**src/rtl/qconv_ihw_low_pkg.sv**
```systemverilog
// qconv_ihw_low_pkg
//   Shared constants and types for the ihw_low loop stage of the qconv state
//   hierarchy: default tile/kernel geometry, address widths, credit limit and
//   the stage FSM encoding.
package qconv_ihw_low_pkg;

    localparam int TILE_H       = 4;  // output tile rows
    localparam int TILE_W       = 4;  // output tile cols
    localparam int K_MAX        = 3;  // largest kernel edge
    localparam int K_BW         = 2;  // kh/kw width
    localparam int IN_AW        = 6;  // input-buffer address width
    localparam int OUT_AW       = 4;  // accumulator address width
    localparam int MAX_INFLIGHT = 4;  // issued-but-unacked request limit

    typedef enum logic [1:0] {
        IDLE  = 2'd0,
        ISSUE = 2'd1,
        DRAIN = 2'd2,
        DONE  = 2'd3
    } ihw_state_t;

endpackage

```
**src/rtl/qconv_ihw_low_if.sv**
```systemverilog
// qconv_ihw_low_if
//   MAC request link between the ihw_low stage (master) and the MAC datapath
//   (slave).
//   mac_valid/mac_ready : request handshake, transfer when both high
//   in_addr/out_addr    : input-buffer and accumulator addresses of the pixel
//   mac_first/mac_last  : request is pixel (0,0) / the final pixel of the pass
//   acc_done            : one-cycle writeback ack, one per accepted request
interface qconv_ihw_low_if #(
    parameter int InAddrW  = qconv_ihw_low_pkg::IN_AW,
    parameter int OutAddrW = qconv_ihw_low_pkg::OUT_AW
);
    logic                mac_valid;
    logic                mac_ready;
    logic [InAddrW-1:0]  in_addr;
    logic [OutAddrW-1:0] out_addr;
    logic                mac_first;
    logic                mac_last;
    logic                acc_done;

    modport master (
        output mac_valid, in_addr, out_addr, mac_first, mac_last,
        input  mac_ready, acc_done
    );

    modport slave (
        input  mac_valid, in_addr, out_addr, mac_first, mac_last,
        output mac_ready, acc_done
    );
endinterface

```
**src/rtl/qconv_credit_counter.sv**
```systemverilog
// qconv_credit_counter
//   Tracks issued-but-unacknowledged requests. Shared by the loop stages that
//   talk to the MAC.
//   clk, rst_n : clock, synchronous active-low reset
//   inc        : a request was accepted this cycle
//   dec        : an ack arrived this cycle
//   full       : count == MaxCount, no further issue allowed
//   drained    : count will be zero after this edge
//   underflow  : ack arrived with nothing outstanding (ack is dropped)
module qconv_credit_counter #(
    parameter int MaxCount = qconv_ihw_low_pkg::MAX_INFLIGHT,
    parameter int CntW     = $clog2(MaxCount + 1)
) (
    input  logic clk,
    input  logic rst_n,
    input  logic inc,
    input  logic dec,
    output logic full,
    output logic drained,
    output logic underflow
);
    logic [CntW-1:0] cnt, cnt_nxt;
    logic            empty, dec_ok;

    assign empty     = (cnt == '0);
    assign full      = (cnt == CntW'(MaxCount));
    assign underflow = dec && empty;
    // An ack against an empty counter carries no request, so it is ignored.
    assign dec_ok    = dec && !empty;

    always_comb begin
        cnt_nxt = cnt;
        if (inc && !dec_ok)
            cnt_nxt = cnt + CntW'(1);
        else if (!inc && dec_ok)
            cnt_nxt = cnt - CntW'(1);
    end

    // Looking at the next value lets the parent finish the cycle after the
    // last ack instead of one cycle later.
    assign drained = (cnt_nxt == '0);

    always_ff @(posedge clk) begin
        if (!rst_n) cnt <= '0;
        else        cnt <= cnt_nxt;
    end
endmodule

```
**src/rtl/qconv_ihw_low.sv**
```systemverilog
// qconv_ihw_low
//   Innermost qconv loop: for the (kh,kw) handed over by the khw loop, walks
//   every output pixel of the tile row-major and issues one MAC request per
//   pixel, bounded by MaxInflight outstanding requests. finish pulses once all
//   issued requests have been acknowledged.
//   clk, rst_n : clock, synchronous active-low reset
//   start      : one-cycle start pulse, honoured only when idle
//   kh, kw     : kernel offsets, captured on an accepted start
//   busy       : stage is not idle
//   finish     : one-cycle pass-complete pulse
//   err        : sticky; stray ack or out-of-range kh/kw at start
//   mac        : MAC request/ack link (master side)
module qconv_ihw_low
    import qconv_ihw_low_pkg::*;
#(
    parameter int TileH       = TILE_H,
    parameter int TileW       = TILE_W,
    parameter int KMax        = K_MAX,
    parameter int KBitWidth   = K_BW,
    parameter int InAddrW     = IN_AW,
    parameter int OutAddrW    = OUT_AW,
    parameter int MaxInflight = MAX_INFLIGHT
) (
    input  logic                 clk,
    input  logic                 rst_n,
    input  logic                 start,
    input  logic [KBitWidth-1:0] kh,
    input  logic [KBitWidth-1:0] kw,
    output logic                 busy,
    output logic                 finish,
    output logic                 err,
    qconv_ihw_low_if.master      mac
);
    // Input tile row pitch (output tile widened by the kernel halo).
    localparam int InW = TileW + KMax - 1;

    ihw_state_t           state, state_nxt;
    logic [KBitWidth-1:0] kh_q, kw_q;
    logic [OutAddrW-1:0]  ih, iw;
    logic                 full, drained, underflow;
    logic                 issue_ok, accept, last_pix, row_end;

    qconv_credit_counter #(.MaxCount(MaxInflight)) u_credit (
        .clk       (clk),
        .rst_n     (rst_n),
        .inc       (accept),
        .dec       (mac.acc_done),
        .full      (full),
        .drained   (drained),
        .underflow (underflow)
    );

    assign issue_ok = (state == ISSUE) && !full;
    assign accept   = issue_ok && mac.mac_ready;
    assign row_end  = (iw == OutAddrW'(TileW - 1));
    assign last_pix = (ih == OutAddrW'(TileH - 1)) && row_end;
    assign busy     = (state != IDLE);

    // Request fields come straight from the registered counters, so they hold
    // still for as long as the MAC stalls.
    assign mac.mac_valid = issue_ok;
    assign mac.in_addr   = (InAddrW'(ih) + InAddrW'(kh_q)) * InAddrW'(InW)
                         + InAddrW'(iw) + InAddrW'(kw_q);
    assign mac.out_addr  = ih * OutAddrW'(TileW) + iw;
    assign mac.mac_first = issue_ok && (ih == '0) && (iw == '0);
    assign mac.mac_last  = issue_ok && last_pix;

    always_comb begin
        state_nxt = state;
        finish    = 1'b0;
        case (state)
            IDLE:    if (start) state_nxt = ISSUE;
            ISSUE:   if (accept && last_pix) state_nxt = DRAIN;
            DRAIN:   if (drained) state_nxt = DONE;
            DONE: begin
                finish    = 1'b1;
                state_nxt = IDLE;
            end
            default: state_nxt = IDLE;
        endcase
    end

    always_ff @(posedge clk) begin
        if (!rst_n) begin
            state <= IDLE;
            kh_q  <= '0;
            kw_q  <= '0;
            ih    <= '0;
            iw    <= '0;
            err   <= 1'b0;
        end else begin
            state <= state_nxt;
            if (underflow) err <= 1'b1;
            if (state == IDLE && start) begin
                kh_q <= kh;
                kw_q <= kw;
                ih   <= '0;
                iw   <= '0;
                if (32'(kh) >= KMax || 32'(kw) >= KMax) err <= 1'b1;
            end else if (accept) begin
                if (row_end) begin
                    iw <= '0;
                    ih <= ih + OutAddrW'(1);
                end else begin
                    iw <= iw + OutAddrW'(1);
                end
            end
        end
    end
endmodule
```
**src/flat_wrapper.sv**
```systemverilog
// flat-port wrapper written by rule: the top's interface ports become plain ports
module qconv_ihw_low_flat import qconv_ihw_low_pkg::*;
#(
    parameter int TileH       = TILE_H,
    parameter int TileW       = TILE_W,
    parameter int KMax        = K_MAX,
    parameter int KBitWidth   = K_BW,
    parameter int InAddrW     = IN_AW,
    parameter int OutAddrW    = OUT_AW,
    parameter int MaxInflight = MAX_INFLIGHT
)
  (clk, rst_n, start, kh, kw, busy, finish, err, mac_mac_valid, mac_in_addr, mac_out_addr, mac_mac_first, mac_mac_last, mac_mac_ready, mac_acc_done);
  qconv_ihw_low_if #(.InAddrW(InAddrW), .OutAddrW(OutAddrW)) mac_i ();
  input  logic clk;
  input  logic rst_n;
  input  logic start;
  input  logic [KBitWidth-1:0] kh;
  input  logic [KBitWidth-1:0] kw;
  output logic busy;
  output logic finish;
  output logic err;
  output wire logic [$bits(mac_i.mac_valid)-1:0] mac_mac_valid;
  output wire logic [$bits(mac_i.in_addr)-1:0] mac_in_addr;
  output wire logic [$bits(mac_i.out_addr)-1:0] mac_out_addr;
  output wire logic [$bits(mac_i.mac_first)-1:0] mac_mac_first;
  output wire logic [$bits(mac_i.mac_last)-1:0] mac_mac_last;
  input wire logic [$bits(mac_i.mac_ready)-1:0] mac_mac_ready;
  input wire logic [$bits(mac_i.acc_done)-1:0] mac_acc_done;
  assign mac_mac_valid = mac_i.mac_valid;
  assign mac_in_addr = mac_i.in_addr;
  assign mac_out_addr = mac_i.out_addr;
  assign mac_mac_first = mac_i.mac_first;
  assign mac_mac_last = mac_i.mac_last;
  assign mac_i.mac_ready = mac_mac_ready;
  assign mac_i.acc_done = mac_acc_done;
  qconv_ihw_low #(.TileH(TileH), .TileW(TileW), .KMax(KMax), .KBitWidth(KBitWidth), .InAddrW(InAddrW), .OutAddrW(OutAddrW), .MaxInflight(MaxInflight)) u_core (.clk(clk), .rst_n(rst_n), .start(start), .kh(kh), .kw(kw), .busy(busy), .finish(finish), .err(err), .mac(mac_i));
endmodule
```
**config.mk**
```make
export PLATFORM = sky130hd
export DESIGN_NAME = qconv_ihw_low_flat
export DESIGN_NICKNAME = d
export VERILOG_FILES = /design/src/rtl/qconv_ihw_low_pkg.sv /design/src/rtl/qconv_ihw_low_if.sv /design/src/rtl/qconv_credit_counter.sv /design/src/rtl/qconv_ihw_low.sv /design/src/flat_wrapper.sv
export SDC_FILE = /design/constraint.sdc
export NUM_CORES = 1
export LEC_CHECK = 0
export ABC_AREA = 0
export CAP_MARGIN = 20
export CORE_UTILIZATION = 57
export CTS_CLUSTER_DIAMETER = 200
export DETAILED_ROUTE_END_ITERATION = 8
export GPL_TIMING_DRIVEN = 0
export HOLD_SLACK_MARGIN = 0.12
export PLACE_DENSITY = 0.84
export SKIP_CTS_REPAIR_TIMING = 1
export SLEW_MARGIN = 20
export SYNTH_ARGS = -nofsm -noshare
export SYNTH_HDL_FRONTEND = slang
export SYNTH_SLANG_ARGS = --single-unit
export TNS_END_PERCENT = 30
```
**constraint.sdc**
```tcl
create_clock -name clk -period 5.7 [get_ports clk]
set_clock_uncertainty 0.15 [all_clocks]
set_input_delay 0.57 -clock clk [delete_from_list [all_inputs] [get_ports clk]]
set_output_delay 0.57 -clock clk [all_outputs]
set_load 0.03 [all_outputs]
```
# After elaboration in Yosys (flattened, before gate mapping)
# Index checks and enable logic that the tools add are counted.
# totals
regBits	18
inputBits	9
output_inout_bits	16
word_cells	65
# op_classes
addsub	8
mul	1
n_lt_le_gt_ge	2
eq_ne	9
n_mux	11
n_bitwise	1
n_reduce_logical	26
# op_table
operator	n
1-bit logical AND	12
4-bit by 1-bit adder with 4-bit output (second input constant)	2
4-bit by 2-bit == test with 1-bit output (second input constant)	2
4-bit logical NOT	2
2-bit case mux with 4 select lines	1
6-bit by 2-bit adder with 6-bit output	1
6-bit by 4-bit adder with 6-bit output	1
3-bit logical NOT	2
6-bit by 2-bit multiplier with 5-bit output (second input constant)	1
2-bit 2-to-1 mux	3
3-bit 2-to-1 mux	2
4-bit by 2-bit adder with 5-bit output	1
4-bit adder	1
2-bit == test (second input constant)	2
2-bit greater-or-equal comparator (second input constant)	2
1-bit logical NOT	4
1-bit 2-to-1 mux	4
4-bit 2-to-1 mux	1
2-bit != test (second input constant)	2
3-bit by 1-bit adder with 3-bit output (second input constant)	1
3-bit == test (second input constant)	1
3-bit AND reduction	1
3-bit by 1-bit subtractor with 3-bit output (second input constant)	1
2-bit by 1-bit == test with 1-bit output (second input constant)	1
other kinds (7)	7

# Longest topological paths before layout
# depth
ltp_word	11
ltp_mapped	10
ltp_nobuf	10

# Hierarchy
# A second synthesis with hierarchy kept.
# hier_totals
cells_unflattened	183
area_unflattened_um2	1585.3
# by_module_without_submodules
mod	n_inst	cells_per_inst	area_per_inst_um2	seq_area_each_um2
qconv_ihw_low	1	144	1271.2	300.3
qconv_credit_counter	1	39	314.1	60.1

# Least setup slack after synthesis
# Ideal clock, no wire load.
# synth_timing
kind	register to output
from	register u_core.ih[0]
to	output mac_in_addr[5]
arrival_time_ns	3.319
slack_ns	1.661
path_stages_with_launch	11
path_cell_list	dfxtp_1 ha_1 fa_1 ha_1 fa_1 ha_1 ha_1 a21o_1 a21oi_1 xor2_1 xnor2_1
# synth_via
elab_chain_len	4
# synth_rtl
element	line_no	rtl
start: declaration	qconv_ihw_low.sv:39	logic [OutAddrW-1:0] ih, iw;
start signal: assignment	qconv_ihw_low.sv:103	ih <= ih + OutAddrW'(1);
4-bit by 2-bit adder with 5-bit output	qconv_ihw_low.sv:62	assign mac.in_addr = (InAddrW'(ih) + InAddrW'(kh_q)) * InAddrW'(InW)
6-bit by 2-bit multiplier with 5-bit output	qconv_ihw_low.sv:62	
6-bit by 4-bit adder with 6-bit output	qconv_ihw_low.sv:63	+ InAddrW'(iw) + InAddrW'(kw_q);
6-bit by 2-bit adder with 6-bit output	qconv_ihw_low.sv:63	
end: declaration	flat_wrapper.sv:23	output wire logic [$bits(mac_i.in_addr)-1:0] mac_in_addr;
# Every way passes these cells.

# Worst setup path in the final report
# Same ends and word-level chain as after synthesis.

==> results.yml <==
run_status:
  status: "complete, no violations"
detailed_routing:
  vias: 1301
  ant_nets: 0
  wl_per_cell_microns: 14.9
  drc_errors: 0
  via_per_inst: 5.81
  drt_iter0_drc: 31
  drt_wl_total_microns: 3330
  drtPass1Iterations: 4
sta:
  hold_viol: 0
  setup_viol: 0
  period_needed_ps: 4950
  worst_slack_ps: 749
  period_share_pct: 86.9
  fin_setup_tns_ps: 0
  timing.fmax_mhz: 202
  slew_viol_final: 0
  hold_slack_ps: 329
  worst_pin_slew_ps: 387
  relSlewSlack_pct: 74.2
  rsz0062_at_grt: "no"
worst_hold_path:
  whs_endpoint: "u_core.kw_q[1]"
  hold_class: "reg2reg"
  hp-start: "u_core.kw_q[1]"
  worstHoldPathCells: 2
grt:
  grt_util_met1_pct: 30.5
  grtUsageTotal_pct: 26.4
  antenna_found_initial: 0
  grt-ovfl-total: 0
  gr-usage-met3_pct: 4.80
  met2_usage_pct: 46.7
  grt_max_degree: 11
  grt_pass1_vias: 1207
  grt_pass1_wl_microns: 5290
  top_usage_layer: "met2"
yosys:
  ys_ff_latch: 18
  syn_area_per_cell_sq_um: 9.16
  netlist_area_sq_mm: 0.00153
  synth.distinct_cells: 44
  synth_top_family_by_area: "adder cells"
  synth.area.mux_share_pct: 1.31
  synthSimpleGateAreaFrac_pct: 17.3
  async_flop_share_pct: 0
  ys.warnings.count: 0
  synth_compound_area_share_pct: 18.1
  synth-edff-count: 0
  synth.net_count: 205
  yosysSeqAreaShare_pct: 23.6
  synthAdderAreaFrac_pct: 25.7
  netlist_instances: 167
  ys.flop_type: "dfxtp_1"
  synth_xor_area_share_pct: 8.02
power_and_ir_drop:
  leakagePower_nw: 0.831
  ir_worst_vdd_mv: 0.381
  p_per_area_mw_per_mm2: 350
  finalPower_w: 0.000640
floorplan:
  start_util_pct: 61.2
  rows: 18
  die_h_microns: 53.8
  die_w_microns: 53.8
  dieArea_sq_mm: 0.00289
  ios: 25
  fp.coreArea_sq_mm: 0.00250
worst_setup_path:
  path_class: "reg2out"
  critPathMaxStageDelay_ps: 680
  cp_max_fo: 6
  critPathLaunchType: "flip-flop"
  reg2reg_slack_ps: 3450
  path_delay_family: "adder cells"
  crit_top_cell: "ha_1"
  path_cells: "ha_1 > fa_1 > ha_1 > fa_1 > ha_1 > ha_1 > a21o_1 > a21oi_1 > xor2_1 > xnor2_1 > clkdlybuf4s50_1"
  path_buf_inv: 1
  endpoint_kind: "output port"
  worstPathArrival_ps: 4230
  r2r_cells: 9
  worst_ep_required_time_ps: 4980
  crit_slowest_cell: "clkdlybuf4s50_1"
  worst_r2r_startpoint: "u_core.u_credit.cnt[0]"
  r2r_end: "u_core.state[1]"
  critical_path_cell_count: 11
placed_design:
  dp_worst_setup_slack_ps: 1100
  portBuffers: 24
  dp_hpwl_microns: 2730
  place_congestion: 0.836
finish:
  post-route-util_pct: 73.2
  nets: 234
  final_common_cell: "ha_1"
  area_delta_synth_final_pct: 19.6
  fill_cells: 209
  layout-drive-gt1-share_pct: 8.25
  antenna_cells: 0
  mostFrequentLayoutCells: "25 x ha_1, 24 x clkdlybuf4s50_1, 18 x dfxtp_1"
clocking:
  cts.sinks: 18
  numCtsBuffers: 3
  clk_pin_slew_ps: 100
  ctsLongestPathBuffers: 2
  htree_num_levels: 1
  root_buffer: "clkbuf_4"
  clk_latency_ps: 300
  cts_tree: "done"
job:
  cap_violations: 0
[registers in the layout, indices dropped and copies added (netlist names)]
| name | flops |
|---|---|
| u_core.iw | 4 |
| u_core.state | 2 |
| u_core.u_credit.cnt | 3 |
| u_core.kh_q | 2 |
| u_core.ih | 4 |
| u_core.kw_q | 2 |
| u_core.err | 1 |
[cell type report]
| cell class | count | area, sq um | share of cell area, % |
|---|---|---|---|
| Buffer | 3 | 18.8 | 1.03 |
| Clock buffer | 3 | 22.5 | 1.23 |
| Inverter | 18 | 72.6 | 3.97 |
| Multi-Input combinational cell | 128 | 1080 | 58.9 |
| Sequential cell | 18 | 360 | 19.7 |
| Tap cell | 30 | 37.5 | 2.05 |
| Timing Repair Buffer | 24 | 240 | 13.1 |
[power breakdown]
| group | internal, W | switching, W | total, W |
|---|---|---|---|
| Clock | 0.0000246 | 0.0000412 | 0.0000658 |
| Sequential | 0.000150 | 0.0000266 | 0.000177 |
| Combinational | 0.000171 | 0.000227 | 0.000398 |
[synthesized netlist by cell type (all sizes together), types with 3 or more instances]
master  count  area, sq um
and3        3         18.8
a21oi       9         48.8
fa          4         80.1
inv        17         63.8
a21o        3         22.5
nand3       7         35.0
nor2        7         26.3
xor2        5         43.8
a21boi      5         37.5
nand2      13         48.8
o21ai       4         23.8
xnor2       9         78.8
dfxtp      18          360
nor3        3         26.3
ha         25          313
o211ai      3         22.5
nand2b      3         18.8
nand4       3         18.8
[worst min-delay path, stage by stage, from the launching register on]
cell      delay [ps]
dfxtp_1          320
nand2_1           50
a21boi_0          70
[worst max path at each step]
stage / from / to / slack (ps)
after global routing: u_core.ih[0] / mac_in_addr[5] / 590
after global placement: u_core.ih[0] / mac_in_addr[5] / 1160
after CTS: u_core.ih[0] / mac_in_addr[5] / 750
after detailed placement: u_core.ih[0] / mac_in_addr[5] / 1100
final: u_core.ih[0] / mac_in_addr[5] / 750
after floorplan: u_core.ih[0] / mac_in_addr[5] / 1660
[through the flow]
step / std cells / instance area, sq um
floorplan: 167 / 1530
global placement: 221 / 1810
detailed placement: 221 / 1810
CTS: 224 / 1830
global route: 224 / 1830
finish: 224 / 1830
[routing by layer]
layer  vias to the layer above  wire [microns]
met1                       627            1420
met3                         4             123
li1                        639               -
met4                         0              42
met5                         -               0
met2                        31            1740
[kinds of logic (layout without fill, tap and decap cells)]
| logic type | after synthesis | after routing |
|---|---|---|
| buffers and inverters | 21 | 48 |
| AOI/OAI and AO/OA | 36 | 36 |
| muxes | 2 | 2 |
| and+or+nand+nor | 47 | 47 |
| xor gates and xnor gates | 14 | 14 |
| DFF | 18 | 18 |
| adders and majority gates | 29 | 29 |
No activity file was read; power rests on OpenSTA's default activity.
